==> src/rtl/sr_frame_capture_if.sv <==
// Serial register-load link plus the parallel capture results.
// master: the side that drives the serial stream (control FSM / bench).
// slave:  the capture block.
interface sr_frame_capture_if #(
  parameter int unsigned SIZESRSTAT = 88,
  parameter int unsigned SIZESRDYN  = 16
);
  logic                  SEL;
  logic                  SCLK;
  logic                  MOSI;
  logic [SIZESRDYN-1:0]  DYN_Q;
  logic                  DYN_VALID;
  logic [SIZESRSTAT-1:0] STAT_Q;
  logic                  STAT_VALID;
  logic                  FRAME_ERR;
  logic                  BUSY;

  modport master (
    output SEL, SCLK, MOSI,
    input  DYN_Q, DYN_VALID, STAT_Q, STAT_VALID, FRAME_ERR, BUSY
  );

  modport slave (
    input  SEL, SCLK, MOSI,
    output DYN_Q, DYN_VALID, STAT_Q, STAT_VALID, FRAME_ERR, BUSY
  );
endinterface

==> src/rtl/sr_frame_capture.sv <==
// Receive side of the register-loading link. Resynchronises SEL/SCLK/MOSI,
// rebuilds the dynamic and static words and flags malformed or stalled frames.
module sr_frame_capture #(
  parameter int unsigned SIZESRSTAT     = 88,
  parameter int unsigned SIZESRDYN      = 16,
  parameter int unsigned TIMEOUT_CYCLES = 255
) (
  input logic                CLK,
  input logic                RST,
  sr_frame_capture_if.slave  bus
);

  localparam int unsigned DynCntW  = $clog2(SIZESRDYN + 2);
  localparam int unsigned StatCntW = $clog2(SIZESRSTAT + 2);
  localparam int unsigned IdleW    = $clog2(TIMEOUT_CYCLES + 1);

  localparam logic [DynCntW-1:0]  DynFull  = DynCntW'(SIZESRDYN);
  localparam logic [DynCntW-1:0]  DynSat   = DynCntW'(SIZESRDYN + 1);
  localparam logic [StatCntW-1:0] StatFull = StatCntW'(SIZESRSTAT);
  localparam logic [IdleW-1:0]    IdleMax  = IdleW'(TIMEOUT_CYCLES);

  typedef enum logic [1:0] {StIdle, StDynShift, StStatShift} state_e;

  state_e                state;
  logic [2:0]            sel_sync;
  logic [2:0]            sclk_sync;
  logic [1:0]            mosi_sync;
  logic [DynCntW-1:0]    dyn_cnt;
  logic [StatCntW-1:0]   stat_cnt;
  logic [IdleW-1:0]      idle_cnt;
  logic [SIZESRDYN-1:0]  dyn_shadow;
  logic [SIZESRSTAT-1:0] stat_shadow;

  logic                  sel_s2, mosi_s2;
  logic                  sclk_rise, sel_rise, sel_fall;
  logic [SIZESRDYN-1:0]  dyn_shifted;
  logic [SIZESRSTAT-1:0] stat_shifted;
  logic [IdleW-1:0]      idle_next;

  // Two sync stages plus one history stage; reset values avoid a fake edge.
  always_ff @(posedge CLK) begin
    if (RST) begin
      sel_sync  <= 3'b111;
      sclk_sync <= 3'b000;
      mosi_sync <= 2'b00;
    end else begin
      sel_sync  <= {sel_sync[1:0], bus.SEL};
      sclk_sync <= {sclk_sync[1:0], bus.SCLK};
      mosi_sync <= {mosi_sync[0], bus.MOSI};
    end
  end

  assign sel_s2       = sel_sync[1];
  assign mosi_s2      = mosi_sync[1];
  assign sclk_rise    = sclk_sync[1] & ~sclk_sync[2];
  assign sel_rise     = sel_sync[1] & ~sel_sync[2];
  assign sel_fall     = ~sel_sync[1] & sel_sync[2];
  assign dyn_shifted  = {dyn_shadow[SIZESRDYN-2:0], mosi_s2};
  assign stat_shifted = {stat_shadow[SIZESRSTAT-2:0], mosi_s2};
  assign idle_next    = idle_cnt + 1'b1;
  assign bus.BUSY     = (state != StIdle);

  // Frame FSM; all outputs are registered here and pulses default low.
  always_ff @(posedge CLK) begin
    if (RST) begin
      state          <= StIdle;
      dyn_cnt        <= '0;
      stat_cnt       <= '0;
      idle_cnt       <= '0;
      dyn_shadow     <= '0;
      stat_shadow    <= '0;
      bus.DYN_Q      <= '0;
      bus.STAT_Q     <= '0;
      bus.DYN_VALID  <= 1'b0;
      bus.STAT_VALID <= 1'b0;
      bus.FRAME_ERR  <= 1'b0;
    end else begin
      bus.DYN_VALID  <= 1'b0;
      bus.STAT_VALID <= 1'b0;
      bus.FRAME_ERR  <= 1'b0;
      unique case (state)
        StIdle: begin
          idle_cnt <= '0;
          if (sel_fall) begin
            // A coincident SCLK edge is the first dynamic bit.
            state <= StDynShift;
            if (sclk_rise) begin
              dyn_shadow <= dyn_shifted;
              dyn_cnt    <= DynCntW'(1);
            end else begin
              dyn_cnt <= '0;
            end
          end else if (sclk_rise && sel_s2) begin
            stat_shadow <= stat_shifted;
            stat_cnt    <= StatCntW'(1);
            state       <= StStatShift;
          end
        end

        StDynShift: begin
          if (sel_rise) begin
            // Close on the count before any coincident SCLK edge.
            if (dyn_cnt == DynFull) begin
              bus.DYN_Q     <= dyn_shadow;
              bus.DYN_VALID <= 1'b1;
            end else begin
              bus.FRAME_ERR <= 1'b1;
            end
            idle_cnt <= '0;
            if (sclk_rise) begin
              stat_shadow <= stat_shifted;
              stat_cnt    <= StatCntW'(1);
              state       <= StStatShift;
            end else begin
              state <= StIdle;
            end
          end else if (sclk_rise) begin
            dyn_shadow <= dyn_shifted;
            idle_cnt   <= '0;
            if (dyn_cnt != DynSat) dyn_cnt <= dyn_cnt + 1'b1;
          end else if (idle_next == IdleMax) begin
            bus.FRAME_ERR <= 1'b1;
            idle_cnt      <= '0;
            state         <= StIdle;
          end else begin
            idle_cnt <= idle_next;
          end
        end

        StStatShift: begin
          if (sel_fall) begin
            bus.FRAME_ERR <= 1'b1;
            stat_cnt      <= '0;
            dyn_cnt       <= '0;
            idle_cnt      <= '0;
            state         <= StDynShift;
          end else if (sclk_rise) begin
            idle_cnt <= '0;
            if (stat_cnt + 1'b1 == StatFull) begin
              bus.STAT_Q     <= stat_shifted;
              bus.STAT_VALID <= 1'b1;
              stat_shadow    <= stat_shifted;
              stat_cnt       <= '0;
              state          <= StIdle;
            end else begin
              stat_shadow <= stat_shifted;
              stat_cnt    <= stat_cnt + 1'b1;
            end
          end else if (idle_next == IdleMax) begin
            bus.FRAME_ERR <= 1'b1;
            idle_cnt      <= '0;
            stat_cnt      <= '0;
            state         <= StIdle;
          end else begin
            idle_cnt <= idle_next;
          end
        end

        default: state <= StIdle;
      endcase
    end
  end

endmodule

==> src/flat_wrapper.sv <==
// flat-port wrapper written by rule: the top's interface ports become plain ports
module sr_frame_capture_flat 
#(
  parameter int unsigned SIZESRSTAT     = 88,
  parameter int unsigned SIZESRDYN      = 16,
  parameter int unsigned TIMEOUT_CYCLES = 255
)
  (CLK, RST, bus_SEL, bus_SCLK, bus_MOSI, bus_DYN_Q, bus_DYN_VALID, bus_STAT_Q, bus_STAT_VALID, bus_FRAME_ERR, bus_BUSY);
  sr_frame_capture_if #(.SIZESRSTAT(SIZESRSTAT), .SIZESRDYN(SIZESRDYN)) bus_i ();
  input logic CLK;
  input logic RST;
  input wire logic [$bits(bus_i.SEL)-1:0] bus_SEL;
  input wire logic [$bits(bus_i.SCLK)-1:0] bus_SCLK;
  input wire logic [$bits(bus_i.MOSI)-1:0] bus_MOSI;
  output wire logic [$bits(bus_i.DYN_Q)-1:0] bus_DYN_Q;
  output wire logic [$bits(bus_i.DYN_VALID)-1:0] bus_DYN_VALID;
  output wire logic [$bits(bus_i.STAT_Q)-1:0] bus_STAT_Q;
  output wire logic [$bits(bus_i.STAT_VALID)-1:0] bus_STAT_VALID;
  output wire logic [$bits(bus_i.FRAME_ERR)-1:0] bus_FRAME_ERR;
  output wire logic [$bits(bus_i.BUSY)-1:0] bus_BUSY;
  assign bus_i.SEL = bus_SEL;
  assign bus_i.SCLK = bus_SCLK;
  assign bus_i.MOSI = bus_MOSI;
  assign bus_DYN_Q = bus_i.DYN_Q;
  assign bus_DYN_VALID = bus_i.DYN_VALID;
  assign bus_STAT_Q = bus_i.STAT_Q;
  assign bus_STAT_VALID = bus_i.STAT_VALID;
  assign bus_FRAME_ERR = bus_i.FRAME_ERR;
  assign bus_BUSY = bus_i.BUSY;
  sr_frame_capture #(.SIZESRSTAT(SIZESRSTAT), .SIZESRDYN(SIZESRDYN), .TIMEOUT_CYCLES(TIMEOUT_CYCLES)) u_core (.CLK(CLK), .RST(RST), .bus(bus_i));
endmodule
==> config.mk <==
export PLATFORM = sky130hd
export DESIGN_NAME = sr_frame_capture_flat
export DESIGN_NICKNAME = d
export VERILOG_FILES = /design/src/rtl/sr_frame_capture_if.sv /design/src/rtl/sr_frame_capture.sv /design/src/flat_wrapper.sv
export SDC_FILE = /design/constraint.sdc
export NUM_CORES = 1
export LEC_CHECK = 0
export ABC_AREA = 0
export CORE_MARGIN = 2
export CORE_UTILIZATION = 35
export CTS_CLUSTER_SIZE = 40
export DETAILED_ROUTE_END_ITERATION = 10
export SLEW_MARGIN = 20
export SYNTH_ARGS = -nofsm -noshare
export SYNTH_HDL_FRONTEND = slang
export SYNTH_SLANG_ARGS = --single-unit
==> constraint.sdc <==
create_clock -name CLK -period 6.4 [get_ports CLK]
set_clock_uncertainty 0.2 [all_clocks]
set_input_delay 1.6 -clock CLK [delete_from_list [all_inputs] [get_ports CLK]]
set_output_delay 1.6 -clock CLK [all_outputs]
set_load 0.01 [all_outputs]
==> results.yml <==
global_route:
  grt_pass1_vias: 6841
  grt_pass1_wl_mm: 33.7
  grt-ovfl-total: 0
  grt_antenna_before_repair: 0
  globalRouteTotalUtil: 0.149
  largest_net_degree_at_the_start_of_global_routing: 123
sta:
  finalCritPeriodShare: 0.593
  finalSetupViolCount: 0
  finalMaxSlewViolations: 0
  slew_headroom: 0.301
  grt_setup_unrepaired: "false"
  report.final.hold_viol_count: 0
  timing_worst_slew_pin_value_ns: 1.05
  timing.final.crit_period_ns: 3.79
  summed_negative_setup_slack_over_all_endpoints_ns: 0
  fmaxAchievable_ghz: 0.264
  setup_ws_ns: 2.61
detailed_routing:
  drt_pre_antenna_iters: 5
  topRoutingLayerUsed: "met4"
  met2WireLength_mm: 8.72
  num_vias: 7402
  drt_wl_total_mm: 20.2
  wl_per_cell_um: 13.1
  avgViaCountPerCell: 4.82
  remaining_drc_errors: 0
  first_iter_violations: 488
  detail-route-antenna-nets: 0
  met3_wirelength_um: 984
  routedLengthMet1_mm: 10.2
synth:
  postSynth.asyncResetShare: 0
  synth_enable_flop_cells: 0
  share_of_synthesized_area_occupied_by_flip_flops_and_latches: 0.538
  ys.warnings.count: 0
  yosys.area_share.xor_xnor: 0.00294
  synth-compound-area-share: 0.155
  synth-simple-area-share: 0.233
  ys_types: 53
  ys.flop_type: "sky130_fd_sc_hd__dfxtp_1"
  ys_ff_latch: 240
  cells_after_synth: 1113
  synth_fa_ha_area_frac: 0.0140
  synth.cell_area_mm2: 0.00892
  muxShareOfSynthArea: 0.0191
  synthesis.nets: 1128
  synth_area_per_cell_um2: 8.02
  combinational_family_with_the_most_area_after_synthesis: "simple AND/OR/NAND/NOR gates"
clock_tree:
  clk_pin_slew_worst_paths_ns: 0.05
  post-cts-setup-buffers: 0
  cts_resized: 0
  ctsHoldBuffers: 0
  clock_tree.buffer_depth: 3
  cts_root_buffer: "sky130_fd_sc_hd__clkbuf_16"
  htree_num_levels: 1
  clock_latency_ns: 0.53
  clock_sink_count: 240
  number_of_buffers_created_by_cts: 27
  tritoncts: "yes"
power_and_ir_drop:
  switching_power_mw: 0.848
  power_frac_comb: 0.088
  clock_power_share: 0.453
  swShare: 0.257
  power.density_cell_area_mw_per_mm2: 298
  cell_internal_power_mw: 2.46
  leakagePower_nw: 3.75
  vdd_ir_max_uv: 137
  seqPwrFrac: 0.459
critical_path:
  timing.critical_path.from_type: "flip-flop"
  reg2reg_slack_ns: 3.37
  worst-path-stages: 4
  critical-path-slowest-cell: "sky130_fd_sc_hd__clkdlybuf4s50_1"
  setup.worst_path.class: "flip-flop to primary output"
  worst_r2r_path_depth: 8
  cp_top_family: "buffers and inverters"
  critical_path.most_common_cell: "sky130_fd_sc_hd__inv_1"
  timing.critical_path.required_ns: 4.60
  crit_chain: "inv_1 -> ha_1 -> inv_1 -> clkdlybuf4s50_1"
  critical-path-max-stage-delay_ns: 0.56
  timing.rr.end: "u_core.stat_shadow[56]"
  end_kind: "primary output"
  path_buf_inv: 3
  worstPathMaxFanout: 6
  reg2reg_start: "u_core.state[0]"
  critical_path_at_ns: 1.99
layout:
  area_growth_pct: 24.3
  num_antenna_cells: 0
  non_filler_cells_final: 1535
  final_layout_size_suffix_gt1_frac: 0.0498
  fillerInstances: 2589
  nNetsFinal: 1201
worst_hold_path:
  hp-start: "u_core.sel_sync[0]"
  worst_hold_path.num_cells: 1
  hp-class: "flip-flop to flip-flop"
  holdPathEnd: "u_core.sel_sync[1]"
die:
  floorplan.die.height_um: 164
  fp.dieArea_mm2: 0.0268
  boundaryPins: 113
  initial_standard_cell_utilization_of_the_core: 0.355
  core_mm2: 0.0251
  placementRows: 58
  die_w_um: 164
flow_run:
  timing.max_cap.violations: 0
place:
  hpwl_mm: 11.5
  place_inst: 1487
  place_worst_setup_slack_ns: 2.70
  io_buffers: 112
  gp_congestion: 0.807
run_status:
  run_status: "completed"
==> layer usage <==
metal,up-vias,global-route usage
li1,3812,-
met1,3406,0.216
met2,161,0.230
met3,23,0.0279
met4,0,0.0347
met5,-,0
==> power by group through the flow <==
stage	clock network, mW	registers, mW	logic, mW
after global routing	1.61	1.52	0.332
after global placement	0	1.55	0.295
after CTS	1.54	1.52	0.296
after detailed placement	0	1.55	0.296
final	1.50	1.52	0.290
after floorplan	0	1.55	0.220
==> how the worst max path moves through the flow <==
stage | slack, ns | end | startpoint
after global placement | 2.70 | u_core.sel_sync[1] | RST
after detailed placement | 2.70 | u_core.sel_sync[1] | RST
after global routing | 2.44 | bus_BUSY | u_core.state[1]
final | 2.61 | bus_BUSY | u_core.state[1]
after CTS | 2.59 | bus_BUSY | u_core.state[0]
after floorplan | 3.41 | u_core.bus.STAT_Q[13] | RST
==> cell families after synthesis <==
kind of cell	count (synthesis)
buffers and inverters	84
adder cells (fa/ha/maj)	10
AND/OR/NAND/NOR	506
multiplexers	17
flip-flops	240
XOR/XNOR	3
AO/OA/AOI/OAI	253
==> synthesized netlist by cell type, drive strengths merged (2+ instances only) <==
cell type / count / area [µm²]
nor2: 39 / 146
and2b: 3 / 22.5
o21ai: 19 / 95.1
nor4: 4 / 31.3
nand2: 401 / 1510
a21oi: 201 / 1010
o41ai: 2 / 17.5
dfxtp: 240 / 4800
or2: 6 / 37.5
ha: 10 / 125
xor2: 2 / 17.5
a22oi: 5 / 37.5
buf: 12 / 70.1
a2111oi: 2 / 36.3
mux2i: 17 / 170
nand3b: 6 / 45.0
or3: 4 / 25.0
nand2b: 6 / 37.5
or3b: 2 / 17.5
inv: 10 / 37.5
nand3: 11 / 55.1
nor2b: 12 / 75.1
o211ai: 3 / 22.5
a31oi: 4 / 25.0
a21o: 2 / 15.0
a211oi: 4 / 30.0
clkbuf: 62 / 233
nor3: 6 / 30.0
==> registers in the layout (all words and copies together) (netlist names) <==
register and count:
u_core.bus.DYN_Q 16, u_core.bus.DYN_VALID 1, u_core.bus.FRAME_ERR 1, u_core.bus.STAT_Q 88, u_core.bus.STAT_VALID 1, u_core.dyn_cnt 5
u_core.dyn_shadow 16, u_core.idle_cnt 8, u_core.mosi_sync 2, u_core.sclk_sync 3, u_core.sel_sync 3, u_core.stat_cnt 7
u_core.stat_shadow 87, u_core.state 2
==> worst register-to-register path, delay by kind of cell, from the launching register on <==
| family | cells | cell delay [ns] |
|---|---|---|
| simple gates | 3 | 1.19 |
| buf+inv | 2 | 0.54 |
| flops | 1 | 0.37 |
| fa+ha+maj | 1 | 0.31 |
| compound gates | 2 | 0.26 |
==> metrics by stage <==
step                      total power [mW]   util  area [µm²]  hold WS [ns]
final                                 3.30  0.442       11100         0.206
after detailed placement              1.85  0.407       10200         0.193
after floorplan                       1.77      -        8920         0.189
after global routing                  3.46  0.442       11100         0.227
after global placement                1.84  0.407       10200         0.192
after CTS                             3.36  0.442       11100         0.206
==> cell usage in the layout (no fill, tap or decap), types with 2 or more instances in the layout <==
cell and count:
sky130_fd_sc_hd__or3_1 3, sky130_fd_sc_hd__a31oi_1 4, sky130_fd_sc_hd__ha_1 10, sky130_fd_sc_hd__a21o_1 2, sky130_fd_sc_hd__clkbuf_16 27, sky130_fd_sc_hd__clkbuf_8 6, sky130_fd_sc_hd__nor3_1 5, sky130_fd_sc_hd__o211ai_1 3
sky130_fd_sc_hd__dfxtp_1 240, sky130_fd_sc_hd__and2b_1 3, sky130_fd_sc_hd__o41ai_1 2, sky130_fd_sc_hd__a211oi_1 4, sky130_fd_sc_hd__o21ai_0 19, sky130_fd_sc_hd__clkinv_2 5, sky130_fd_sc_hd__clkdlybuf4s50_1 111, sky130_fd_sc_hd__xor2_1 2
sky130_fd_sc_hd__nand2b_1 6, sky130_fd_sc_hd__or2_2 5, sky130_fd_sc_hd__a21oi_1 201, sky130_fd_sc_hd__nand3_1 11, sky130_fd_sc_hd__buf_4 6, sky130_fd_sc_hd__nand2_1 400, sky130_fd_sc_hd__inv_1 10, sky130_fd_sc_hd__mux2i_1 17
sky130_fd_sc_hd__a22oi_1 5, sky130_fd_sc_hd__nand3b_1 6, sky130_fd_sc_hd__nor4_1 3, sky130_fd_sc_hd__clkbuf_1 7, sky130_fd_sc_hd__nor2_1 39, sky130_fd_sc_hd__nor2b_1 12
==> area by class of cell <==
cell class                      instances  area (µm²)  area share
Clock inverter                          8        86.3     0.00778
Multi-Input combinational cell        789        3800       0.343
Timing Repair Buffer                  118        1170       0.105
Tap cell                              330         413      0.0372
Inverter                               10        37.5     0.00338
Clock buffer                           40         785      0.0707
Sequential cell                       240        4800       0.433
Power figures use the tool's default switching activity.
